`src/rtl/neureka_accum_phase_sched.sv`:
```
// Per-tile phase scheduler for the NEUREKA accumulator bank: sequences streamin,
// accumulate, normquant and streamout, and issues phase-entry and clear pulses.
module neureka_accum_phase_sched #(
   parameter int unsigned NR_PE  = 9,
   parameter int unsigned NQ_LAT = 4,
   parameter int unsigned CNT_W  = 16,
   localparam int unsigned PE_W  = $clog2(NR_PE + 1),
   localparam int unsigned LP_W  = (NR_PE > 1) ? $clog2(NR_PE) : 1
) (
   input  logic              clk_i,
   input  logic              rst_i,
   input  logic              enable_i,
   input  logic              clear_i,
   input  logic              start_i,
   input  logic              streamin_en_i,
   input  logic              normquant_en_i,
   input  logic [CNT_W-1:0]  nb_accum_i,
   input  logic [PE_W-1:0]   nb_pe_i,
   input  logic [3:0]        nb_beats_i,
   input  logic              accum_step_done_i,
   input  logic              streamin_beat_i,
   input  logic              streamout_beat_i,
   output logic              goto_streamin_o,
   output logic              goto_accum_o,
   output logic              goto_normquant_o,
   output logic              goto_streamout_o,
   output logic              goto_idle_o,
   output logic              clear_des_o,
   output logic              clear_ser_o,
   output logic [NR_PE-1:0]  enable_accumulator_o,
   output logic [LP_W-1:0]   last_pe_o,
   output logic              busy_o,
   output logic              done_o,
   output logic [2:0]        state_o
);

   typedef enum logic [2:0] {
      S_IDLE = 3'd0,
      S_SIN  = 3'd1,
      S_ACC  = 3'd2,
      S_NQ   = 3'd3,
      S_SOUT = 3'd4,
      S_FIN  = 3'd5
   } state_t;

   localparam logic [PE_W-1:0]  PE_MAX  = PE_W'(NR_PE);
   localparam logic [CNT_W-1:0] CNT_ONE = CNT_W'(1);
   localparam logic [CNT_W-1:0] NQ_LAST = CNT_W'(NQ_LAT - 1);

   state_t             r_state;
   logic [CNT_W-1:0]   r_cnt;
   logic [CNT_W-1:0]   r_tot;
   logic [CNT_W-1:0]   r_nb_accum;
   logic               r_nq_en;
   logic [NR_PE-1:0]   r_mask;
   logic [LP_W-1:0]    r_last_pe;
   logic               r_go_sin, r_go_acc, r_go_nq, r_go_sout, r_go_idle;

   logic [PE_W-1:0]    w_pe_eff;
   logic [PE_W-1:0]    w_pe_m1;
   logic [3:0]         w_beats_eff;
   logic [NR_PE-1:0]   w_mask;
   logic [CNT_W-1:0]   w_cnt_inc;
   logic               w_last_sin, w_last_acc, w_last_nq, w_last_sout;
   state_t             w_first, w_after_sin, w_after_acc;

   always_comb begin
      w_pe_eff    = (nb_pe_i == '0 || nb_pe_i > PE_MAX) ? PE_MAX : nb_pe_i;
      w_pe_m1     = w_pe_eff - PE_W'(1);
      w_beats_eff = (nb_beats_i == '0) ? 4'd1 : nb_beats_i;
      w_mask      = '0;
      for (int unsigned i = 0; i < NR_PE; i++) begin
         w_mask[i] = (PE_W'(i) < w_pe_eff);
      end
      w_cnt_inc   = r_cnt + CNT_ONE;
      w_last_sin  = (w_cnt_inc == r_tot);
      w_last_acc  = (w_cnt_inc == r_nb_accum);
      w_last_sout = (w_cnt_inc == r_tot);
      w_last_nq   = (r_cnt == NQ_LAST);
      w_after_acc = r_nq_en ? S_NQ : S_SOUT;
      w_after_sin = (r_nb_accum != '0) ? S_ACC : w_after_acc;
      w_first     = streamin_en_i ? S_SIN :
                    (nb_accum_i != '0) ? S_ACC :
                    normquant_en_i ? S_NQ : S_SOUT;
   end

   always_ff @(posedge clk_i) begin
      if (rst_i || clear_i) begin
         r_state    <= S_IDLE;
         r_cnt      <= '0;
         r_tot      <= '0;
         r_nb_accum <= '0;
         r_nq_en    <= 1'b0;
         r_mask     <= '0;
         r_last_pe  <= '0;
         r_go_sin   <= 1'b0;
         r_go_acc   <= 1'b0;
         r_go_nq    <= 1'b0;
         r_go_sout  <= 1'b0;
         r_go_idle  <= 1'b0;
      end else if (enable_i) begin
         // Entry pulses stay pending through disabled cycles and retire on the first enabled one.
         r_go_sin  <= 1'b0;
         r_go_acc  <= 1'b0;
         r_go_nq   <= 1'b0;
         r_go_sout <= 1'b0;
         r_go_idle <= 1'b0;
         case (r_state)
            S_IDLE: if (start_i) begin
               r_state    <= w_first;
               r_cnt      <= '0;
               r_tot      <= CNT_W'(w_pe_eff) * CNT_W'(w_beats_eff);
               r_nb_accum <= nb_accum_i;
               r_nq_en    <= normquant_en_i;
               r_mask     <= w_mask;
               r_last_pe  <= w_pe_m1[LP_W-1:0];
               r_go_sin   <= (w_first == S_SIN);
               r_go_acc   <= (w_first == S_ACC);
               r_go_nq    <= (w_first == S_NQ);
               r_go_sout  <= (w_first == S_SOUT);
            end
            S_SIN: if (streamin_beat_i) begin
               if (w_last_sin) begin
                  r_state   <= w_after_sin;
                  r_cnt     <= '0;
                  r_go_acc  <= (w_after_sin == S_ACC);
                  r_go_nq   <= (w_after_sin == S_NQ);
                  r_go_sout <= (w_after_sin == S_SOUT);
               end else begin
                  r_cnt <= w_cnt_inc;
               end
            end
            S_ACC: if (accum_step_done_i) begin
               if (w_last_acc) begin
                  r_state   <= w_after_acc;
                  r_cnt     <= '0;
                  r_go_nq   <= (w_after_acc == S_NQ);
                  r_go_sout <= (w_after_acc == S_SOUT);
               end else begin
                  r_cnt <= w_cnt_inc;
               end
            end
            S_NQ: begin
               if (w_last_nq) begin
                  r_state   <= S_SOUT;
                  r_cnt     <= '0;
                  r_go_sout <= 1'b1;
               end else begin
                  r_cnt <= w_cnt_inc;
               end
            end
            S_SOUT: if (streamout_beat_i) begin
               if (w_last_sout) begin
                  r_state   <= S_FIN;
                  r_cnt     <= '0;
                  r_go_idle <= 1'b1;
               end else begin
                  r_cnt <= w_cnt_inc;
               end
            end
            S_FIN: begin
               r_state   <= S_IDLE;
               r_mask    <= '0;
               r_last_pe <= '0;
            end
            default: r_state <= S_IDLE;
         endcase
      end
   end

   assign goto_streamin_o      = r_go_sin & enable_i;
   assign goto_accum_o         = r_go_acc & enable_i;
   assign goto_normquant_o     = r_go_nq & enable_i;
   assign goto_streamout_o     = r_go_sout & enable_i;
   assign goto_idle_o          = r_go_idle & enable_i;
   assign clear_des_o          = r_go_sin & enable_i;
   assign clear_ser_o          = r_go_sout & enable_i;
   assign done_o               = r_go_idle & enable_i;
   assign enable_accumulator_o = r_mask;
   assign last_pe_o            = r_last_pe;
   assign busy_o               = (r_state != S_IDLE);
   assign state_o              = r_state;

endmodule

```
`config.mk`:
```
export PLATFORM = sky130hd
export DESIGN_NAME = neureka_accum_phase_sched
export DESIGN_NICKNAME = d
export VERILOG_FILES = /design/src/rtl/neureka_accum_phase_sched.sv
export SDC_FILE = /design/constraint.sdc
export NUM_CORES = 1
export LEC_CHECK = 0
export BUFFER_PORTS_ARGS = -buffer_cell sky130_fd_sc_hd__buf_2
export CORE_ASPECT_RATIO = 0.9
export CORE_UTILIZATION = 47
export DETAILED_ROUTE_END_ITERATION = 16
export MAX_ROUTING_LAYER = met4
export PLACE_DENSITY = 0.67
export SETUP_SLACK_MARGIN = 0.3
export SYNTH_ARGS = -nofsm -noshare
export SYNTH_HDL_FRONTEND = slang
export SYNTH_SLANG_ARGS = --single-unit
```
`constraint.sdc`:
```
create_clock -name clk_i -period 8.85 [get_ports clk_i]
set_input_delay 2.2125 -clock clk_i [delete_from_list [all_inputs] [get_ports clk_i]]
set_output_delay 2.2125 -clock clk_i [all_outputs]
set_load 0.02 [all_outputs]
```
# [Yosys cells after proc, flatten, opt, wreduce, memory -nomap -nowiden]
# Index checks and enable logic that the tools add are counted.
[totals] register_bits=62 latch_bits=0 ramBits=0 rom_bits=0 input_bits=34 output_inout_bits=25 word_cells=119 mem_count=0
[classes] add_sub_neg=2 mul=1 n_div=0 magnitude_cmp=10 n_eq_ne=25 n_shift=0 muxes=50 n_bitwise=5 reduce_logical=14
[op_table] cell="$mux W16" count=7
[op_table] cell="$pmux W16 S5" count=1
[op_table] cell="$mux W3" count=13
[op_table] cell="$reduce_bool A16 Y1" count=2
[op_table] cell="$eq A3 B2 Y1 const B" count=7
[op_table] cell="$mux W1" count=19
[op_table] cell="$pmux W9 S2" count=1
[op_table] cell="$add A16 B1 Y16 const B" count=1
[op_table] cell="$eq A16 B16 Y1" count=1
[op_table] cell="$eq A16 B2 Y1 const B" count=1
[op_table] cell="$eq A16 B8 Y1" count=1
[op_table] cell="$lt A3 B4 Y1 const A" count=4
[op_table] cell="$ne A2 B2 Y1 const B" count=8
[op_table] cell="$eq A3 B3 Y1 const B" count=5
[op_table] cell="$pmux W3 S5" count=1
[op_table] cell="$mux W4" count=3
[op_table] cell="$mux W9" count=1
[op_table] cell="$reduce_and A9 Y1" count=1
[op_table] cell="$logic_not A4 Y1" count=2
[op_table] cell="$lt A1 B4 Y1 const A" count=2
[op_table] cell="$lt A2 B4 Y1 const A" count=2
[op_table] cell="$mul A4 B4 Y8" count=1
[op_table] cell="$pmux W4 S2" count=1
[op_table] cell="$eq A3 B1 Y1 const B" count=2
[op_table] cell="other kinds (14)" count=20

# [Longest topological paths before layout]
# Gate-level depths: netlist of the first run.
[depth] ltp_word=6 ltp_mapped=16 mapped_depth_nobuf=16

# [Worst setup path after synthesis of the first run]
# Ideal clock, no wire load.
[synth_path] path_type="in2reg" startpoint="in nb_pe_i[3]" endpoint="reg r_tot[7]" setup_ns=0.070 t_arrival_ns=5.373 required_ns=8.780 slack_ns=3.407 path_stages=16 n_path_buf=1 cell_sequence="clkbuf_1 xor2_1 nor2_1 nor2b_1 fa_1 inv_1 fa_1 inv_1 ha_1 a21o_1 a21oi_1 o21bai_1 a21oi_1 xnor2_1 nand2_1 a21oi_1"
[synth_between] elab_chain_len=4 elab_cells_between_ends=5 cone_classes="mul (1); order compare (1); mux (1); reduce/logical (2)"
[synth_rtl] element="start: declaration" line_no="18" text="input logic [PE_W-1:0] nb_pe_i,"
[synth_rtl] element="$gt A4 B4 Y1 or $logic_not A4 Y1 (tied branches)" line_no="68" text="w_pe_eff = (nb_pe_i == '0 || nb_pe_i > PE_MAX) ? PE_MAX : nb_pe_i;"
[synth_rtl] element="$logic_or A1 B1 Y1" line_no="68"
[synth_rtl] element="$mux W4 (*)" line_no="68"
[synth_rtl] element="$mul A4 B4 Y8 (*)" line_no="112" text="r_tot <= CNT_W'(w_pe_eff) * CNT_W'(w_beats_eff);"
[synth_rtl] element="end signal: assignment" line_no="112"
[synth_rtl] element="end: declaration" line_no="52" text="logic [CNT_W-1:0] r_tot;"
# Every way passes the cells marked *; elsewhere a longest branch is shown, timed or not.
# A chain may end at the register's enable or synchronous reset.

# [Worst setup path in the final report of the first run]
[layout_path] startpoint="in nb_pe_i[1]" endpoint="reg r_tot[7]"
# The elaborated chain is that of the path after synthesis.

==> flow_results.xml, run 1 <==
<?xml version="1.0" encoding="UTF-8"?>
<metrics>
  <group name="outcome">
    <metric name="run_status" unit="">completed</metric>
  </group>
  <group name="power">
    <metric name="post-layout-total-power" unit="uW">651.2</metric>
    <metric name="p_per_area" unit="nW/um^2">135.4</metric>
    <metric name="peakVddDrop" unit="mV">0.07203</metric>
    <metric name="static-leakage-power" unit="nW">1.867</metric>
  </group>
  <group name="detailed_routing">
    <metric name="drt_iter0_markers" unit="">225</metric>
    <metric name="wirelength" unit="mm">11.29</metric>
    <metric name="wire_per_inst" unit="um">15.57</metric>
    <metric name="vias" unit="">4140</metric>
    <metric name="drt_first_pass_iters" unit="">4</metric>
    <metric name="drt_drc_violations_left" unit="">0</metric>
    <metric name="final_antenna_net_count" unit="">0</metric>
    <metric name="vias_per_cell" unit="">5.710</metric>
  </group>
  <group name="sta">
    <metric name="setup_tns" unit="ns">0</metric>
    <metric name="timing.clock.skew" unit="ns">0.01084</metric>
    <metric name="finalHoldViolations" unit="">0</metric>
    <metric name="finalWorstPathRequiredPeriod" unit="ns">5.368</metric>
    <metric name="finalSetupViolCount" unit="">0</metric>
    <metric name="timing_max_transition_violations_final" unit="">0</metric>
    <metric name="tightestPinTransition" unit="ns">1.171</metric>
    <metric name="max_clk_rate" unit="MHz">186.3</metric>
    <metric name="worst_slew_margin_rel" unit="">0.2195</metric>
    <metric name="min_period_over_period" unit="">0.6065</metric>
    <metric name="rsz_0062_raised_after_global_routing" unit="">no</metric>
  </group>
  <group name="cells_and_area">
    <metric name="layout-drive-gt1-share" unit="">0.1426</metric>
    <metric name="fin_util" unit="">0.5293</metric>
    <metric name="layout_filler_cell_count" unit="">925</metric>
    <metric name="multi_input_comb_area" unit="um^2">2828</metric>
    <metric name="areaGrowthSynthToFinish" unit="%">9.989</metric>
    <metric name="final_common_cell" unit="">nand2_1</metric>
    <metric name="antenna_cells" unit="">0</metric>
    <metric name="layout.cells.most_common_list" unit="">nand2_1 (75), dfxtp_1 (62), buf_2 (58), a21oi_1 (51), nor2_1 (46)</metric>
    <metric name="layout.cell_area.non_filler" unit="um^2">4808</metric>
    <metric name="register_area" unit="um^2">1241</metric>
    <metric name="design.final.nets" unit="">653</metric>
  </group>
  <group name="place">
    <metric name="postPlaceCellArea" unit="um^2">4602</metric>
    <metric name="place.port_buffers" unit="">58</metric>
    <metric name="gp_congestion" unit="">0.9295</metric>
    <metric name="detailedPlacementHpwl" unit="mm">8.342</metric>
  </group>
  <group name="yosys">
    <metric name="synth_warnings" unit="">0</metric>
    <metric name="yosys.area_share.simple" unit="">0.3060</metric>
    <metric name="synth_top_area_frac" unit="">0.2839</metric>
    <metric name="syn_nets" unit="">628</metric>
    <metric name="synth.yosys.seq_area_share" unit="">0.2839</metric>
    <metric name="post-synth-top-area-cell" unit="">dfxtp_1</metric>
    <metric name="yosys_register_bits" unit="">62</metric>
    <metric name="async_flop_share" unit="">0</metric>
    <metric name="synth.mux.area_fraction" unit="">0.009445</metric>
    <metric name="instance_count_of_the_mapped_netlist" unit="">573</metric>
    <metric name="synth_area_leaders" unit="">dfxtp_1 (28%), nand2_1 (6.4%), xnor2_1 (6.2%)</metric>
    <metric name="netlist-cell-type-count" unit="">63</metric>
    <metric name="post_synth_xor_area_fraction" unit="">0.09931</metric>
    <metric name="top_reg_cell_synth" unit="">dfxtp_1</metric>
    <metric name="netlist_area" unit="um^2">4372</metric>
    <metric name="synth-compound-area-share" unit="">0.1651</metric>
    <metric name="synth_area_per_inst" unit="um^2">7.629</metric>
    <metric name="number_of_enable_type_register_cells_in_the_synthesized_netlist" unit="">0</metric>
    <metric name="synth_fa_ha_area_frac" unit="">0.06697</metric>
    <metric name="synth_top_family_by_area" unit="">simple AND/OR/NAND/NOR gates</metric>
  </group>
  <group name="worst_setup_path">
    <metric name="path_max_fanout" unit="">8</metric>
    <metric name="worstSetupPathType" unit="">input pin to register</metric>
    <metric name="crit_arrival" unit="ns">5.64</metric>
    <metric name="rrSetupSlack" unit="ns">4.95</metric>
    <metric name="crit_path_end_kind" unit="">register</metric>
    <metric name="worst-r2r-cell-count" unit="">9</metric>
    <metric name="setup.worst_path.start_class" unit="">input pin</metric>
    <metric name="timing.critical_path.required" unit="ns">9.12</metric>
  </group>
  <group name="floorplanning">
    <metric name="core_area" unit="um^2">9084</metric>
    <metric name="die-area" unit="um^2">9692</metric>
    <metric name="std_cell_rows" unit="">33</metric>
    <metric name="design.portCount" unit="">59</metric>
    <metric name="die_w" unit="um">103.7</metric>
    <metric name="chipHeight" unit="um">93.50</metric>
    <metric name="floorplan.initialDensity" unit="">0.4813</metric>
  </group>
  <group name="global_routing">
    <metric name="gr-usage-all-layers" unit="">0.2475</metric>
    <metric name="antenna_found_initial" unit="">0</metric>
    <metric name="gr-total-overflow" unit="">0</metric>
    <metric name="vias_in_the_first_global_route" unit="">3685</metric>
    <metric name="grt_first_pass_wirelength" unit="mm">18.58</metric>
    <metric name="maximum_number_of_pins_on_one_net_before_global_route_repair" unit="">62</metric>
  </group>
  <group name="clocking">
    <metric name="post_cts_buffers" unit="">0</metric>
    <metric name="tritoncts" unit="">done</metric>
    <metric name="ctsResizeCount" unit="">0</metric>
    <metric name="clk_transition_reported_paths" unit="ns">0.08</metric>
    <metric name="cts_root_buf" unit="">clkbuf_8</metric>
    <metric name="clock_tree.htree_level_count" unit="">3</metric>
    <metric name="clock_insertion_delay_worst_skew" unit="ns">0.35</metric>
    <metric name="cts_buffers" unit="">9</metric>
    <metric name="cts_hold_buf" unit="">0</metric>
    <metric name="clock-sinks" unit="">62</metric>
    <metric name="cts.path.max_buffers" unit="">2</metric>
  </group>
  <group name="worst_hold_path">
    <metric name="hold_path_class" unit="">register to register</metric>
    <metric name="hold_path_depth" unit="">2</metric>
  </group>
  <group name="job">
    <metric name="max-cap-violations" unit="">0</metric>
  </group>
</metrics>
## cells by family (layout without fill, tap and decap cells)
| group | Yosys count | after routing |
|---|---|---|
| flops | 62 | 62 |
| simple gates | 257 | 257 |
| xor+xnor | 48 | 48 |
| mux | 4 | 4 |
| compound gates | 114 | 114 |
| buf+inv | 67 | 97 |
| fa+ha+maj | 21 | 21 |
## worst max-delay path: stages
cell      delay [ns]
buf_2           0.13
nor2_1          0.12
xor2_1          0.07
nor2_1          0.41
nor2b_1         0.14
fa_1            0.55
inv_1           0.05
fa_1            0.58
inv_1           0.05
ha_1            0.29
a21o_1          0.18
a21oi_1         0.22
o21bai_1        0.09
a21oi_1         0.17
xnor2_1         0.13
nand2_1         0.06
a21oi_1         0.17
## cell usage after synthesis (all sizes together) (4+ instances only)
library cell and n:
a211oi 4, a21oi 51, a22oi 5, and2 11, and3 9, and4 5, buf 18, clkbuf 27
dfxtp 62, fa 4, ha 17, inv 22, nand2 75, nand2b 8, nand3 15, nand4 12
nor2 46, nor2b 15, nor3 25, nor4 17, o21ai 16, or3 4, or4 6, xnor2 31
xor2 16
## sequential cells by signal, summed over array words and instances (netlist names)
signal and count:
r_go_idle 1, r_go_nq 1, r_go_sout 1, r_cnt 16, r_tot 8, r_go_sin 1
enable_accumulator_o 9, r_go_acc 1, r_nq_en 1, last_pe_o 4, state_o 3, r_nb_accum 16
## layout make-up
class                      instances  share of cell area
sequential                        62              0.2581
clock buffer                      10             0.02862
tap                              122             0.03175
timing repair buffer              59             0.06193
multi-input combinational        444              0.5881
clock inverter                     6             0.01431
inverter                          22             0.01717
## layer usage
metal / share of wire / up-vias / global-route usage
li1: - / 2077 / -
met1: 0.47 / 1934 / 0.3303
met2: 0.46 / 115 / 0.3881
met3: 0.056 / 14 / 0.04181
met4: 0.014 / 0 / 0.06905
met5: 0 / - / -
## power by group
part / internal, mW / switching [mW] / total, mW
clock network: 0.139 / 0.124 / 0.263
logic: 0.0375 / 0.0608 / 0.0983
registers: 0.284 / 0.00598 / 0.290
total: 0.461 / 0.190 / 0.651
## path summary, 6_finish.rpt
kind | start | to
worst max register to register | r_cnt[0] | r_cnt[15]
worst max-delay path | nb_pe_i[1] | r_tot[7]
worst min-delay path | enable_accumulator_o[5] | enable_accumulator_o[5]
worst min register to register | enable_accumulator_o[5] | enable_accumulator_o[5]
## stage by stage
step | hold WS (ns) | instances | worst slack (ns)
floorplan | 0.4417 | 573 | 3.407
global placement | 0.4413 | 709 | 3.230
detailed placement | 0.4435 | 709 | 3.101
CTS | 0.4549 | 725 | 3.464
global route | 0.4785 | 725 | 3.211
finish | 0.4531 | 725 | 3.482
Power figures use the tool's default switching activity.
==> run 2, diff against run 1 <==
- clock period: 8.85 -> 5.25 ns (I/O delays scaled with it)
==> run 2 against run 1 <==
- worst hold slack barely moved
- global-route usage rose by 0.64 points
- core utilization rose by 0.50 points
- clock power rose by 89%
- via count rose by 0.58%
- cell count rose by 0.41%
- design area rose by 0.94%
- routed wire length rose by 1.5%
- the run now ends with DRC left
- total power rose by 77%
- die area did not move
- highest routed layer unchanged
- sequential share of layout area fell by 0.24 points
- count of clock-buffer cells in the layout fell by 1
==> flow_results.xml, run 2 (same netlist as run 1, synthesis figures left out) <==
<?xml version="1.0" encoding="UTF-8"?>
<metrics>
  <group name="sta">
    <metric name="timing.clock.skew" unit="ns">0.01180</metric>
    <metric name="rsz_0062_raised_after_global_routing" unit="">no</metric>
    <metric name="finalHoldViolations" unit="">0</metric>
    <metric name="worst_slew_margin_rel" unit="">0.3967</metric>
    <metric name="finalSetupViolCount" unit="">0</metric>
    <metric name="max_clk_rate" unit="MHz">238.3</metric>
    <metric name="timing_max_transition_violations_final" unit="">0</metric>
    <metric name="setup_tns" unit="ns">0</metric>
    <metric name="min_period_over_period" unit="">0.7992</metric>
    <metric name="finalWorstPathRequiredPeriod" unit="ns">4.196</metric>
    <metric name="tightestPinTransition" unit="ns">0.8989</metric>
    <metric name="timing.hold.ws" unit="ns">0.4529</metric>
  </group>
  <group name="floorplanning">
    <metric name="die-area" unit="um^2">9692</metric>
    <metric name="die_w" unit="um">103.7</metric>
    <metric name="core_area" unit="um^2">9084</metric>
    <metric name="floorplan.initialDensity" unit="">0.4813</metric>
    <metric name="design.portCount" unit="">59</metric>
    <metric name="chipHeight" unit="um">93.50</metric>
    <metric name="std_cell_rows" unit="">33</metric>
  </group>
  <group name="worst_setup_path">
    <metric name="setup.worst_path.start_class" unit="">input pin</metric>
    <metric name="path_max_fanout" unit="">8</metric>
    <metric name="crit_arrival" unit="ns">4.47</metric>
    <metric name="crit_path_cell_trace" unit="">buf_2 &gt; nand2b_1 &gt; inv_1 &gt; and2_1 &gt; fa_1 &gt; inv_1 &gt; fa_1 &gt; inv_1 &gt; ha_1 &gt; a21o_1 &gt; a21oi_1 &gt; o21bai_1 &gt; a21oi_1 &gt; xnor2_1 &gt; nand2_1 &gt; a21oi_1</metric>
    <metric name="timing.critical_path.required" unit="ns">5.52</metric>
    <metric name="crit_path_end_kind" unit="">register</metric>
    <metric name="worstSetupPathType" unit="">input pin to register</metric>
    <metric name="worst_path_largest_cell_delay" unit="ns">0.59</metric>
    <metric name="critPathSlowestCell" unit="">fa_1</metric>
  </group>
  <group name="outcome">
    <metric name="run_status" unit="">finished with violations</metric>
    <metric name="failed_checks" unit="">DRC</metric>
  </group>
  <group name="clocking">
    <metric name="clock-sinks" unit="">62</metric>
    <metric name="ctsResizeCount" unit="">0</metric>
    <metric name="cts_hold_buf" unit="">0</metric>
    <metric name="tritoncts" unit="">done</metric>
    <metric name="cts.path.max_buffers" unit="">2</metric>
    <metric name="cts_root_buf" unit="">clkbuf_8</metric>
    <metric name="cts_buffers" unit="">9</metric>
    <metric name="clock_tree.htree_level_count" unit="">3</metric>
    <metric name="clock_insertion_delay_worst_skew" unit="ns">0.35</metric>
    <metric name="post_cts_buffers" unit="">0</metric>
    <metric name="clk_transition_reported_paths" unit="ns">0.08</metric>
  </group>
  <group name="cells_and_area">
    <metric name="layout-drive-gt1-share" unit="">0.1469</metric>
    <metric name="layout.cells.most_common_list" unit="">nand2_1 (75), dfxtp_1 (62), buf_2 (58), a21oi_1 (51), nor2_1 (46)</metric>
    <metric name="antenna_cells" unit="">0</metric>
    <metric name="design.final.nets" unit="">656</metric>
    <metric name="final_common_cell" unit="">nand2_1</metric>
    <metric name="areaGrowthSynthToFinish" unit="%">11.02</metric>
  </group>
  <group name="detailed_routing">
    <metric name="drt_drc_violations_left" unit="">2</metric>
    <metric name="vias" unit="">4164</metric>
    <metric name="drt_iter0_markers" unit="">223</metric>
    <metric name="wire_per_inst" unit="um">15.73</metric>
    <metric name="drt_first_pass_iters" unit="">10</metric>
    <metric name="vias_per_cell" unit="">5.720</metric>
    <metric name="final_antenna_net_count" unit="">0</metric>
    <metric name="wirelength" unit="mm">11.45</metric>
  </group>
  <group name="power">
    <metric name="static-leakage-power" unit="nW">1.891</metric>
    <metric name="p_per_area" unit="nW/um^2">237.7</metric>
    <metric name="peakVddDrop" unit="mV">0.1445</metric>
  </group>
  <group name="global_routing">
    <metric name="maximum_number_of_pins_on_one_net_before_global_route_repair" unit="">62</metric>
    <metric name="vias_in_the_first_global_route" unit="">3884</metric>
    <metric name="gr-usage-all-layers" unit="">0.2539</metric>
    <metric name="antenna_found_initial" unit="">0</metric>
    <metric name="grt_first_pass_wirelength" unit="mm">19.10</metric>
    <metric name="gr-total-overflow" unit="">0</metric>
  </group>
  <group name="worst_hold_path">
    <metric name="hold_path_class" unit="">register to register</metric>
  </group>
  <group name="place">
    <metric name="gp_congestion" unit="">0.9188</metric>
    <metric name="detailedPlacementHpwl" unit="mm">8.479</metric>
    <metric name="place.port_buffers" unit="">58</metric>
  </group>
  <group name="job">
    <metric name="max-cap-violations" unit="">0</metric>
  </group>
</metrics>
-- run 2: worst max-delay path, delay by kind of cell --
kind | cells | cell delay (ns)
adder cells (fa/ha/maj) | 3 | 1.37
AO/OA/AOI/OAI | 5 | 0.78
AND/OR/NAND/NOR | 3 | 0.49
buffers and inverters | 4 | 0.39
XOR/XNOR | 1 | 0.13
-- run 2: area by class of cell --
cell class | instances | area, um^2
Multi-Input combinational cell | 444 | 2828
Clock buffer | 9 | 123.9
Inverter | 22 | 82.58
Sequential cell | 62 | 1241
Tap cell | 122 | 152.6
Fill cell | 929 | 4230
Clock inverter | 7 | 105.1
Timing Repair Buffer | 62 | 320.3
-- run 2: worst paths after layout --
kind / start / cells past startpoint / to / slack [ns]
worst max-delay path: nb_pe_i[3] / 16 / r_tot[7] / 1.05
worst min-delay path: enable_accumulator_o[5] / 2 / enable_accumulator_o[5] / 0.45
worst max register to register: r_cnt[0] / 9 / r_cnt[12] / 1.39
worst min register to register: enable_accumulator_o[5] / 2 / enable_accumulator_o[5] / 0.45
-- run 2: report_power, final --
| part | switching (mW) | internal, mW |
|---|---|---|
| clock | 0.221 | 0.275 |
| combinational | 0.104 | 0.0649 |
| sequential | 0.0100 | 0.479 |
-- run 2: per-stage QoR --
stage / instance area, um^2 / std cells / setup WS, ns / util / total power, mW
floorplan: 4372 / 573 / 0.7065 / - / 0.6163
global placement: 4624 / 712 / 0.7851 / 0.5091 / 0.6658
detailed placement: 4624 / 712 / 0.6706 / 0.5091 / 0.6684
CTS: 4853 / 728 / 1.038 / 0.5343 / 1.166
global route: 4853 / 728 / 0.7808 / 0.5343 / 1.208
finish: 4853 / 728 / 1.054 / 0.5343 / 1.154
-- run 2: per-layer routing --
| layer | up-vias | GRT usage | wire [um] |
|---|---|---|---|
| met1 | 1938 | 0.3308 | 5336 |
| met2 | 129 | 0.4004 | 5222 |
| met3 | 22 | 0.05087 | 666 |
| met5 | - | - | 0 |
| met4 | 0 | 0.07500 | 229 |
| li1 | 2075 | - | - |
